## src/rtl/dcache_wt_pkg.sv

```systemverilog
// dcache_wt shared definitions: FSM encoding and address slicing.
// Direct-mapped write-through cache with one-word lines.
package dcache_defs;

  typedef enum logic [1:0] {
    IDLE = 2'd0,
    BUSY = 2'd1,
    DONE = 2'd2
  } state_e;

  localparam int DEF_LINES  = 16;
  localparam int DEF_ADDR_W = 32;
  localparam int DEF_DATA_W = 32;
  localparam int OFF_W      = 2;

  function automatic int idx_w(input int lines);
    return $clog2(lines);
  endfunction

  function automatic int tag_w(input int lines, input int addr_w);
    return addr_w - $clog2(lines) - OFF_W;
  endfunction

endpackage

```

## src/rtl/dcache_wt_if.sv

```systemverilog
// Backing-memory req/ack bus between dcache_wt and data memory.
// master = cache side, slave = memory side.
interface dcache_wt_if #(
  parameter int ADDR_W = 32,
  parameter int DATA_W = 32
);
  logic              mem_req;
  logic              mem_we;
  logic [ADDR_W-1:0] mem_addr;
  logic [DATA_W-1:0] mem_wdata;
  logic              mem_ack;
  logic [DATA_W-1:0] mem_rdata;

  modport master (
    output mem_req, mem_we, mem_addr, mem_wdata,
    input  mem_ack, mem_rdata
  );

  modport slave (
    input  mem_req, mem_we, mem_addr, mem_wdata,
    output mem_ack, mem_rdata
  );
endinterface

```

## src/rtl/dcache_wt_array.sv

```systemverilog
// Tag/data/valid storage: comb read, sync write.
// Only the valid bits are cleared by reset.
module dcache_array #(
  parameter int LINES  = 16,
  parameter int IDX_W  = 4,
  parameter int TAG_W  = 26,
  parameter int DATA_W = 32
) (
  input  logic              clk,
  input  logic              rst_n,
  input  logic [IDX_W-1:0]  rd_idx,
  output logic              rd_valid,
  output logic [TAG_W-1:0]  rd_tag,
  output logic [DATA_W-1:0] rd_data,
  input  logic              wr_en,
  input  logic [IDX_W-1:0]  wr_idx,
  input  logic [TAG_W-1:0]  wr_tag,
  input  logic [DATA_W-1:0] wr_data
);

  logic [LINES-1:0]  valid_q;
  logic [TAG_W-1:0]  tag_q  [LINES];
  logic [DATA_W-1:0] data_q [LINES];

  always_ff @(posedge clk or negedge rst_n) begin
    if (!rst_n) begin
      valid_q <= '0;
    end else if (wr_en) begin
      valid_q[wr_idx] <= 1'b1;
    end
  end

  always_ff @(posedge clk) begin
    if (wr_en) begin
      tag_q[wr_idx]  <= wr_tag;
      data_q[wr_idx] <= wr_data;
    end
  end

  assign rd_valid = valid_q[rd_idx];
  assign rd_tag   = tag_q[rd_idx];
  assign rd_data  = data_q[rd_idx];

endmodule

```

## src/rtl/dcache_wt.sv

```systemverilog
// dcache_wt top: FSM, request latches and memory handshake.
// Hits are served combinationally; misses and stores stall.
module dcache_wt
  import dcache_defs::*;
#(
  parameter int LINES  = DEF_LINES,
  parameter int ADDR_W = DEF_ADDR_W,
  parameter int DATA_W = DEF_DATA_W
) (
  input  logic              clk,
  input  logic              rst,
  input  logic [ADDR_W-1:0] data_address,
  input  logic [DATA_W-1:0] data_in,
  input  logic              mem_read,
  input  logic              mem_write,
  output logic [DATA_W-1:0] data_out,
  output logic              stall,
  dcache_wt_if.master       mem
);

  localparam int IDX_W = idx_w(LINES);
  localparam int TAG_W = tag_w(LINES, ADDR_W);

  state_e state_q, state_d;

  logic              req_q;
  logic              we_q;
  logic [ADDR_W-1:0] addr_q;
  logic [DATA_W-1:0] wdata_q;
  logic [DATA_W-1:0] rdata_q;

  logic [IDX_W-1:0]  cpu_idx, req_idx, rd_idx;
  logic [TAG_W-1:0]  cpu_tag, req_tag, cmp_tag;
  logic              rd_valid, hit, start;
  logic [TAG_W-1:0]  rd_tag;
  logic [DATA_W-1:0] rd_data;
  logic              wr_en;
  logic [DATA_W-1:0] wr_data;
  logic              unused_bits;

  assign unused_bits = ^data_address[1:0];

  assign cpu_idx = data_address[IDX_W+1:2];
  assign cpu_tag = data_address[ADDR_W-1:IDX_W+2];
  assign req_idx = addr_q[IDX_W+1:2];
  assign req_tag = addr_q[ADDR_W-1:IDX_W+2];

  // IDLE looks up the CPU address, BUSY re-checks the latched one
  assign rd_idx  = (state_q == IDLE) ? cpu_idx : req_idx;
  assign cmp_tag = (state_q == IDLE) ? cpu_tag : req_tag;
  assign hit     = rd_valid && (rd_tag == cmp_tag);

  assign start = rst && (state_q == IDLE) &&
                 (mem_write || (mem_read && !hit));

  dcache_array #(
    .LINES  (LINES),
    .IDX_W  (IDX_W),
    .TAG_W  (TAG_W),
    .DATA_W (DATA_W)
  ) u_array (
    .clk      (clk),
    .rst_n    (rst),
    .rd_idx   (rd_idx),
    .rd_valid (rd_valid),
    .rd_tag   (rd_tag),
    .rd_data  (rd_data),
    .wr_en    (wr_en),
    .wr_idx   (req_idx),
    .wr_tag   (req_tag),
    .wr_data  (wr_data)
  );

  always_ff @(posedge clk or negedge rst) begin
    if (!rst) begin
      state_q <= IDLE;
    end else begin
      state_q <= state_d;
    end
  end

  always_comb begin
    state_d = state_q;
    unique case (state_q)
      IDLE:    if (start) state_d = BUSY;
      BUSY:    if (mem.mem_ack) state_d = DONE;
      DONE:    state_d = IDLE;
      default: state_d = IDLE;
    endcase
  end

  always_comb begin
    stall    = 1'b0;
    data_out = '0;
    wr_en    = 1'b0;
    wr_data  = mem.mem_rdata;
    unique case (state_q)
      IDLE: begin
        stall = start;
        if (rst && mem_read && !mem_write && hit)
          data_out = rd_data;
      end
      BUSY: begin
        stall = 1'b1;
        if (mem.mem_ack) begin
          // stores only refresh a line that already holds this tag
          wr_en   = !we_q || hit;
          wr_data = we_q ? wdata_q : mem.mem_rdata;
        end
      end
      DONE: begin
        if (!we_q) data_out = rdata_q;
      end
      default: ;
    endcase
  end

  always_ff @(posedge clk or negedge rst) begin
    if (!rst) begin
      req_q   <= 1'b0;
      we_q    <= 1'b0;
      addr_q  <= '0;
      wdata_q <= '0;
      rdata_q <= '0;
    end else begin
      if (start) begin
        req_q   <= 1'b1;
        we_q    <= mem_write;
        addr_q  <= {data_address[ADDR_W-1:2], 2'b00};
        wdata_q <= data_in;
      end
      if (state_q == BUSY && mem.mem_ack) begin
        req_q <= 1'b0;
        if (!we_q) rdata_q <= mem.mem_rdata;
      end
    end
  end

  assign mem.mem_req   = req_q;
  assign mem.mem_we    = we_q;
  assign mem.mem_addr  = addr_q;
  assign mem.mem_wdata = wdata_q;

endmodule
```

## src/flat_wrapper.sv

```systemverilog
// flat-port wrapper written by rule: the top's interface ports become plain ports
module dcache_wt_flat import dcache_defs::*;
#(
  parameter int LINES  = DEF_LINES,
  parameter int ADDR_W = DEF_ADDR_W,
  parameter int DATA_W = DEF_DATA_W
)
  (clk, rst, data_address, data_in, mem_read, mem_write, data_out, stall, mem_mem_req, mem_mem_we, mem_mem_addr, mem_mem_wdata, mem_mem_ack, mem_mem_rdata);
  dcache_wt_if #(.ADDR_W(ADDR_W), .DATA_W(DATA_W)) mem_i ();
  input  logic clk;
  input  logic rst;
  input  logic [ADDR_W-1:0] data_address;
  input  logic [DATA_W-1:0] data_in;
  input  logic mem_read;
  input  logic mem_write;
  output logic [DATA_W-1:0] data_out;
  output logic stall;
  output wire logic [$bits(mem_i.mem_req)-1:0] mem_mem_req;
  output wire logic [$bits(mem_i.mem_we)-1:0] mem_mem_we;
  output wire logic [$bits(mem_i.mem_addr)-1:0] mem_mem_addr;
  output wire logic [$bits(mem_i.mem_wdata)-1:0] mem_mem_wdata;
  input wire logic [$bits(mem_i.mem_ack)-1:0] mem_mem_ack;
  input wire logic [$bits(mem_i.mem_rdata)-1:0] mem_mem_rdata;
  assign mem_mem_req = mem_i.mem_req;
  assign mem_mem_we = mem_i.mem_we;
  assign mem_mem_addr = mem_i.mem_addr;
  assign mem_mem_wdata = mem_i.mem_wdata;
  assign mem_i.mem_ack = mem_mem_ack;
  assign mem_i.mem_rdata = mem_mem_rdata;
  dcache_wt #(.LINES(LINES), .ADDR_W(ADDR_W), .DATA_W(DATA_W)) u_core (.clk(clk), .rst(rst), .data_address(data_address), .data_in(data_in), .mem_read(mem_read), .mem_write(mem_write), .data_out(data_out), .stall(stall), .mem(mem_i));
endmodule
```

## config.mk

```make
export PLATFORM = sky130hd
export DESIGN_NAME = dcache_wt_flat
export DESIGN_NICKNAME = d
export VERILOG_FILES = /design/src/rtl/dcache_wt_pkg.sv /design/src/rtl/dcache_wt_if.sv /design/src/rtl/dcache_wt_array.sv /design/src/rtl/dcache_wt.sv /design/src/flat_wrapper.sv
export SDC_FILE = /design/constraint.sdc
export NUM_CORES = 1
export LEC_CHECK = 0
export ABC_CLOCK_PERIOD_IN_PS = 10450
export BUFFER_PORTS_ARGS = -buffer_cell sky130_fd_sc_hd__buf_2
export CORE_MARGIN = 8
export CORE_UTILIZATION = 50
export CTS_BUF_LIST = sky130_fd_sc_hd__clkbuf_16
export DETAILED_ROUTE_END_ITERATION = 8
export GPL_ROUTABILITY_DRIVEN = 0
export PLACE_DENSITY = 0.78
export SKIP_CTS_REPAIR_TIMING = 1
export SYNTH_ARGS = -nofsm -noshare
export SYNTH_HDL_FRONTEND = slang
export SYNTH_SLANG_ARGS = --single-unit
```

## constraint.sdc

```tcl
create_clock -name clk -period 10.45 [get_ports clk]
set_input_delay 1.045 -clock clk [delete_from_list [all_inputs] [get_ports clk]]
set_output_delay 1.045 -clock clk [all_outputs]
set_load 0.01 [all_outputs]
```

==> results of run 1 <==
## cell families after synthesis
kind of cell    synth area share, %
flops                          68.1
buf+inv                        2.85
mux                            10.9
other cells                 0.00831
xor+xnor                      0.563
compound gates                 8.47
simple gates                   9.10
## registers in the layout, summed over array words and instances, names as in the netlist
register and flops:
u_core.mem.mem_addr 30, u_core.mem.mem_req 1, u_core.mem.mem_wdata 32, u_core.mem.mem_we 1, u_core.rdata_q 32, u_core.state_q 2, u_core.u_array.data_q 512, u_core.u_array.tag_q 416
u_core.u_array.valid_q 16
## power groups by stage
| stage | sequential (mW) | clock, mW | combinational, mW |
|---|---|---|---|
| global placement | 5.67 | 0 | 4.24 |
| finish | 5.63 | 3.76 | 4.43 |
| global route | 5.67 | 3.93 | 4.71 |
| floorplan | 5.55 | 0 | 2.93 |
| CTS | 5.62 | 3.78 | 4.37 |
| detailed placement | 5.70 | 0 | 4.31 |
## layout by cell type (no fill, tap or decap), types with 22 or more instances in the layout
cell type,n
edfxtp_1,928
nand2_1,325
nand3_1,219
a21oi_1,218
buf_2,193
mux4_2,139
dfrtp_1,114
o21ai_0,107
clkbuf_16,103
mux2_2,89
buf_4,86
mux2i_1,78
o211ai_1,72
nand4_1,72
nor2b_1,62
nor2_1,58
inv_1,41
o21ai_1,30
xnor2_1,22
## worst max-delay path, delay by kind of cell (launching register included)
kind / cells / cell delay (ns)
xor+xnor: 1 / 0.23
compound gates: 3 / 1.32
buf+inv: 4 / 1.39
simple gates: 6 / 2.22
flops: 1 / 1.02
## worst max-delay path by stage
| stage | start | to | slack, ns | depth (start not counted) |
|---|---|---|---|---|
| 2_1_floorplan | data_address[2] | u_core.u_array.data_q[9][0] | 0.23 | 14 |
| 3_3_place_gp | data_address[2] | u_core.u_array.data_q[12][20] | 2.85 | 14 |
| 3_5_place_dp | data_address[2] | u_core.u_array.data_q[1][11] | 2.84 | 14 |
| 4_1_cts | u_core.state_q[0] | data_out[22] | 2.59 | 14 |
| 5_1_grt | u_core.state_q[0] | data_out[22] | 2.38 | 14 |
| 6_report | u_core.state_q[0] | data_out[22] | 2.46 | 14 |
## metal layers
layer / GRT usage, % / share of wire (%) / vias up
li1: - / - / 12300
met1: 34.8 / 36 / 14800
met2: 39.4 / 45 / 2368
met3: 7.06 / 14 / 378
met4: 9.88 / 3.9 / 2
met5: 0 / 0.0084 / -
## stage by stage
stage	util, %	area (um2)	instances	hold slack [ns]	total power [mW]
after global routing	56.6	50800	4479	0.460	14.3
after CTS	56.6	50800	4478	0.448	13.8
after global placement	52.7	47300	4288	0.428	9.91
after floorplan	-	45100	3075	0.415	8.48
after detailed placement	52.7	47300	4288	0.432	10.0
final	56.6	50800	4480	0.453	13.8
## layout make-up
class	instances	area [um2]
multi-input combinational	1769	13400
clock inverter	87	853
fill	6760	39000
inverter	19	71.3
antenna	2	5.00
tap	1176	1470
timing repair buffer	282	1660
clock buffer	103	2580
sequential	1042	30700
==> impl_metrics.csv, run 1 <==
group,metric,value,unit
clocking,clk_latency,0.68,ns
clocking,cts_tree,"built",
timing,relSlewSlack,22.4,%
setup_path,cp_slowest_cell,"dfrtp_1",
yosys,synth_area_leader_cell,"edfxtp_1",
yosys,synth-async-reset-ratio,10.9,%
timing,fmax,125,MHz
status,outcome,"finished, final reports clean",
route,vias,29800,
setup_path,cpPeakStageDelay,1.02,ns
power_and_ir_drop,swShare,35.7,%
min_path,hold_class,"flop to flop",
setup_path,cp.required,9.41,ns
setup_path,r2r_slack,2.75,ns
clocking,cts_num_sinks,1042,
yosys,synth_ff_type,"edfxtp_1",
min_path,hold_path.startpoint,"u_core.u_array.valid_q[6]",
die,design.core.area,89700,um2
power_and_ir_drop,power_frac_clock,27.2,%
timing,period_minus_slack,7.99,ns
die,die_h,316,um
setup_path,path_max_fanout,40,
power_and_ir_drop,seqPwrFrac,40.7,%
timing,fin_crit_sh,76.4,%
layout,area.growth.synth_to_final,12.5,%
clocking,htreeDepth,3,
yosys,ys_seq_elements,1042,
timing,fin_tns_setup,0,ns
die,ioPinCount,200,
yosys,synth.most_common_cell,"edfxtp_1",
yosys,avgSynthCellArea,14.7,um2
setup_path,critPathKind,"flop to output port",
route,firstDrtPassIters,6,
setup_path,setup.worst_path.end_class,"output port",
setup_path,path_cells,"o21a_2, buf_4, nor2_2, buf_4, nand2_1, a311oi_1, nor4_1, xnor2_1, or4b_1, nor4_4, nand4_1, buf_4, o21ai_0, buf_2",
route,wl_per_cell,29.3,um
timing,fin_skew,0.0355,ns
route,drtIter0Drc,4895,
global_route,grt_start_max_net_pins,115,
timing,timing.final.setup_violations,0,
layout,nNetsFinal,3316,
die,rows,110,
power_and_ir_drop,switching_power,4.93,mW
place,port_buffers,195,
power_and_ir_drop,p_comb_share,32.0,%
route,wirelength,131000,um
timing,timing.final.ws_setup,2.46,ns
clocking,clock_path_buffers,3,
yosys,synth_top_area_share,61.8,%
setup_path,crit_top_cell,"buf_4",
route,drc,0,
yosys,ys_seq_area_share,68.1,%
die,start_util,50.3,%
timing,rsz0062_at_grt,"false",
yosys,synthTopCellsByArea,"edfxtp_1, mux4_2, dfrtp_1, nand2_1, a21oi_1",
min_path,min_path_cells,2,
yosys,yosysWarnings,0,
yosys,netlist_instances,3074,
yosys,synth_edf_count,928,
global_route,track_usage,25.6,%
route,avgViaCountPerCell,6.66,
die,die_w,316,um
clocking,path_clk_slew,0.06,ns
timing,slew_violations,0,
yosys,yosys.cell_types.count,83,
setup_path,reg2reg_to,"u_core.u_array.tag_q[12][3]",
place,dp_slack,2.84,ns
global_route,grt_pass1_wl,192000,um
setup_path,start_kind,"flop",
place,hpwl,72600,um
clocking,root_buffer,"clkbuf_16",
yosys,synth_area,45100,um2
power_and_ir_drop,ir_drop,0.192,mV
route,ant_nets,0,
power_and_ir_drop,p_leak,17.2,nW
clocking,cts_inserted_buffers,101,
layout,drive_gt1_share,22.3,%
timing,finalHoldViolCount,0,
global_route,grt_pass1_vias,29600,
yosys,ys_top_cells_by_count,"edfxtp_1, nand2_1, a21oi_1",
setup_path,r2r.worst_path.cells,14,
power_and_ir_drop,power.density,272,nW/um2
job,drv_cap,0,
power_and_ir_drop,intPower,8.88,mW
min_path,min_to,"u_core.u_array.valid_q[6]",
setup_path,r2r_start,"u_core.state_q[0]",
setup_path,cp.arrival,6.94,ns
global_route,antenna_found_initial,7,
timing,tightest_slew,1.16,ns
global_route,overflow,0,
die,dieArea,100000,um2
No activity file was read; power rests on OpenSTA's default activity.
==> run 2, diff against run 1 <==
--- a/config.mk
+++ b/config.mk
@@ -5,14 +5,14 @@
 export SDC_FILE = /design/constraint.sdc
 export NUM_CORES = 1
 export LEC_CHECK = 0
-export ABC_CLOCK_PERIOD_IN_PS = 10450
+export ABC_CLOCK_PERIOD_IN_PS = 6550
 export BUFFER_PORTS_ARGS = -buffer_cell sky130_fd_sc_hd__buf_2
 export CORE_MARGIN = 8
 export CORE_UTILIZATION = 50
 export CTS_BUF_LIST = sky130_fd_sc_hd__clkbuf_16
 export DETAILED_ROUTE_END_ITERATION = 8
 export GPL_ROUTABILITY_DRIVEN = 0
-export PLACE_DENSITY = 0.78
+export PLACE_DENSITY = 0.8
 export SKIP_CTS_REPAIR_TIMING = 1
 export SYNTH_ARGS = -nofsm -noshare
 export SYNTH_HDL_FRONTEND = slang
==> constraint.sdc (replaced) <==
create_clock -name clk -period 6.55 [get_ports clk]
set_input_delay 0.655 -clock clk [delete_from_list [all_inputs] [get_ports clk]]
set_output_delay 0.655 -clock clk [all_outputs]
set_load 0.01 [all_outputs]
==> run 2 against run 1 <==
  * Register-to-register slack lost 2.1 ns
  * Worst setup slack lost 2.4 ns
  * Die area is the same
  * Largest cell class unchanged
  * Largest power group unchanged
  * Highest routed layer unchanged
==> impl_metrics.csv, run 2 (synthesis gave the netlist of run 1 again) <==
group,metric,value,unit
route,firstDrtPassIters,9,
place,post-place-cells,4312,
die,rows,110,
timing,slew_violations,0,
layout,area.growth.synth_to_final,13.1,%
power_and_ir_drop,power.density,429,nW/um2
layout,largest_reg_flops,512,
die,die_w,316,um
timing,fin_skew,0.0369,ns
timing,rsz0062_at_grt,"false",
setup_path,cp.arrival,5.81,ns
setup_path,cp.required,5.89,ns
timing,worst_hold_slack,0.214,ns
power_and_ir_drop,p_total,21.9,mW
global_route,grt_start_max_net_pins,120,
min_path,hold_path.startpoint,"mem_mem_rdata[3]",
die,design.core.area,89700,um2
route,vias,30000,
power_and_ir_drop,p_comb_share,33.6,%
layout,final_common_cell,"edfxtp_1",
place,hpwl,74600,um
route,drtIter0Drc,4679,
clocking,cts_inserted_buffers,98,
timing,fmax,155,MHz
route,wirelength,132000,um
power_and_ir_drop,switching_power,7.98,mW
layout,nNetsFinal,3340,
global_route,antenna_found_initial,10,
place,dpl_cell_area,47800,um2
layout,fin_area,51000,um2
die,ioPinCount,200,
die,dieArea,100000,um2
global_route,grt_pass1_vias,29700,
setup_path,start_kind,"flop",
place,port_buffers,195,
setup_path,cpPeakStageDelay,0.71,ns
power_and_ir_drop,p_leak,17.2,nW
clocking,clock_path_buffers,3,
job,drv_cap,0,
route,drc,0,
setup_path,crit_top_cell,"buf_4",
route,wl_per_cell,29.5,um
route,avgViaCountPerCell,6.67,
power_and_ir_drop,seqPwrFrac,40.6,%
min_path,hold_class,"input port to flop",
timing,fin_crit_sh,98.7,%
layout,instances_no_fill,4498,
timing,timing.final.setup_violations,0,
setup_path,setup.worst_path.end_class,"output port",
layout,fill_cells,6700,
power_and_ir_drop,intPower,13.9,mW
global_route,grt_pass1_wl,191000,um
timing,period_minus_slack,6.46,ns
power_and_ir_drop,power_frac_clock,25.8,%
layout,largest_register,"u_core.u_array.data_q",
die,die_h,316,um
setup_path,path_max_fanout,46,
power_and_ir_drop,ir_drop,0.304,mV
global_route,overflow,0,
timing,tightest_slew,1.29,ns
clocking,cts_num_sinks,1042,
setup_path,r2r_slack,0.68,ns
layout,multiInputGateArea,13500,um2
setup_path,path_cells,"buf_4, or3b_4, buf_4, and3_1, a211oi_1, a311oi_1, nor4_1, xnor2_1, or4b_1, nor4_4, buf_4, nand4_1, buf_4, o21ai_0, buf_2",
setup_path,critPathKind,"flop to output port",
setup_path,reg2reg_to,"u_core.mem.mem_addr[8]",
status,outcome,"finished, final reports clean",
min_path,min_path_cells,2,
clocking,clk_latency,0.69,ns
clocking,root_buffer,"clkbuf_16",
layout,top_regs,"u_core.u_array.data_q: 512 flops, u_core.u_array.tag_q: 416 flops",
clocking,cts_tree,"built",
setup_path,r2r.worst_path.cells,17,
layout,drive_gt1_share,22.8,%
power_and_ir_drop,swShare,36.4,%
route,ant_nets,0,
layout,seq_area,30700,um2
timing,finalHoldViolCount,0,
setup_path,r2r_start,"u_core.state_q[1]",
die,start_util,50.3,%
timing,relSlewSlack,13.9,%
setup_path,cp_slowest_cell,"nor4_1",
min_path,min_to,"u_core.rdata_q[3]",
clocking,htreeDepth,3,
clocking,path_clk_slew,0.07,ns
global_route,track_usage,25.7,%
timing,fin_tns_setup,0,ns
layout,layout_common_cells,"edfxtp_1, nand2_1, nand3_1",
## run 2: power groups by stage
stage | registers [mW] | clock network [mW] | logic, mW
6_report | 8.90 | 5.64 | 7.36
2_1_floorplan | 8.85 | 0 | 4.69
5_1_grt | 8.97 | 5.90 | 7.79
4_1_cts | 8.88 | 5.66 | 7.19
3_3_place_gp | 8.97 | 0 | 6.93
3_5_place_dp | 9.01 | 0 | 7.10
## run 2: routing by layer
metal | GRT usage, % | part of all wire (%) | wire length, um | vias to the layer above
met4 | 9.86 | 4.1 | 5480 | 2
met2 | 41.0 | 47 | 62200 | 2444
met1 | 33.9 | 36 | 47000 | 14800
met3 | 6.61 | 13 | 17800 | 400
met5 | 0 | 0.012 | 16 | -
li1 | - | - | - | 12300
## run 2: final cells by class
type	instances	area share, %
Clock buffer	98	4.81
Inverter	19	0.140
Tap cell	1176	2.88
Timing Repair Buffer	307	4.15
Multi-Input combinational cell	1771	26.4
Antenna cell	3	0.0147
Clock inverter	82	1.40
Sequential cell	1042	60.2
## run 2: worst max-delay path: cells and delay by family (launching register included)
kind,cells,cell delay [ns]
compound gates,3,0.69
xor+xnor,1,0.25
buf+inv,5,1.38
flops,1,0.49
simple gates,6,2.30
## run 2: metrics by stage
step	worst slack [ns]	util [%]
2_1_floorplan	-0.849	-
5_1_grt	0.000704	56.9
3_3_place_gp	0.710	53.3
6_report	0.0870	56.9
4_1_cts	-0.0260	56.8
3_5_place_dp	0.661	53.3
## run 2: worst max path at each step
stage                            from                      endpoint  slack [ns]  depth (start not counted)
finish              u_core.state_q[0]                  data_out[22]        0.09                         15
global route        u_core.state_q[0]                  data_out[22]      0.0007                         15
CTS                 u_core.state_q[1]                  data_out[22]       -0.03                         14
detailed placement  u_core.state_q[1]  u_core.u_array.data_q[8][20]        0.66                         13
global placement      data_address[2]                  data_out[22]        0.71                         14
floorplan             data_address[2]  u_core.u_array.data_q[14][0]       -0.85                         14
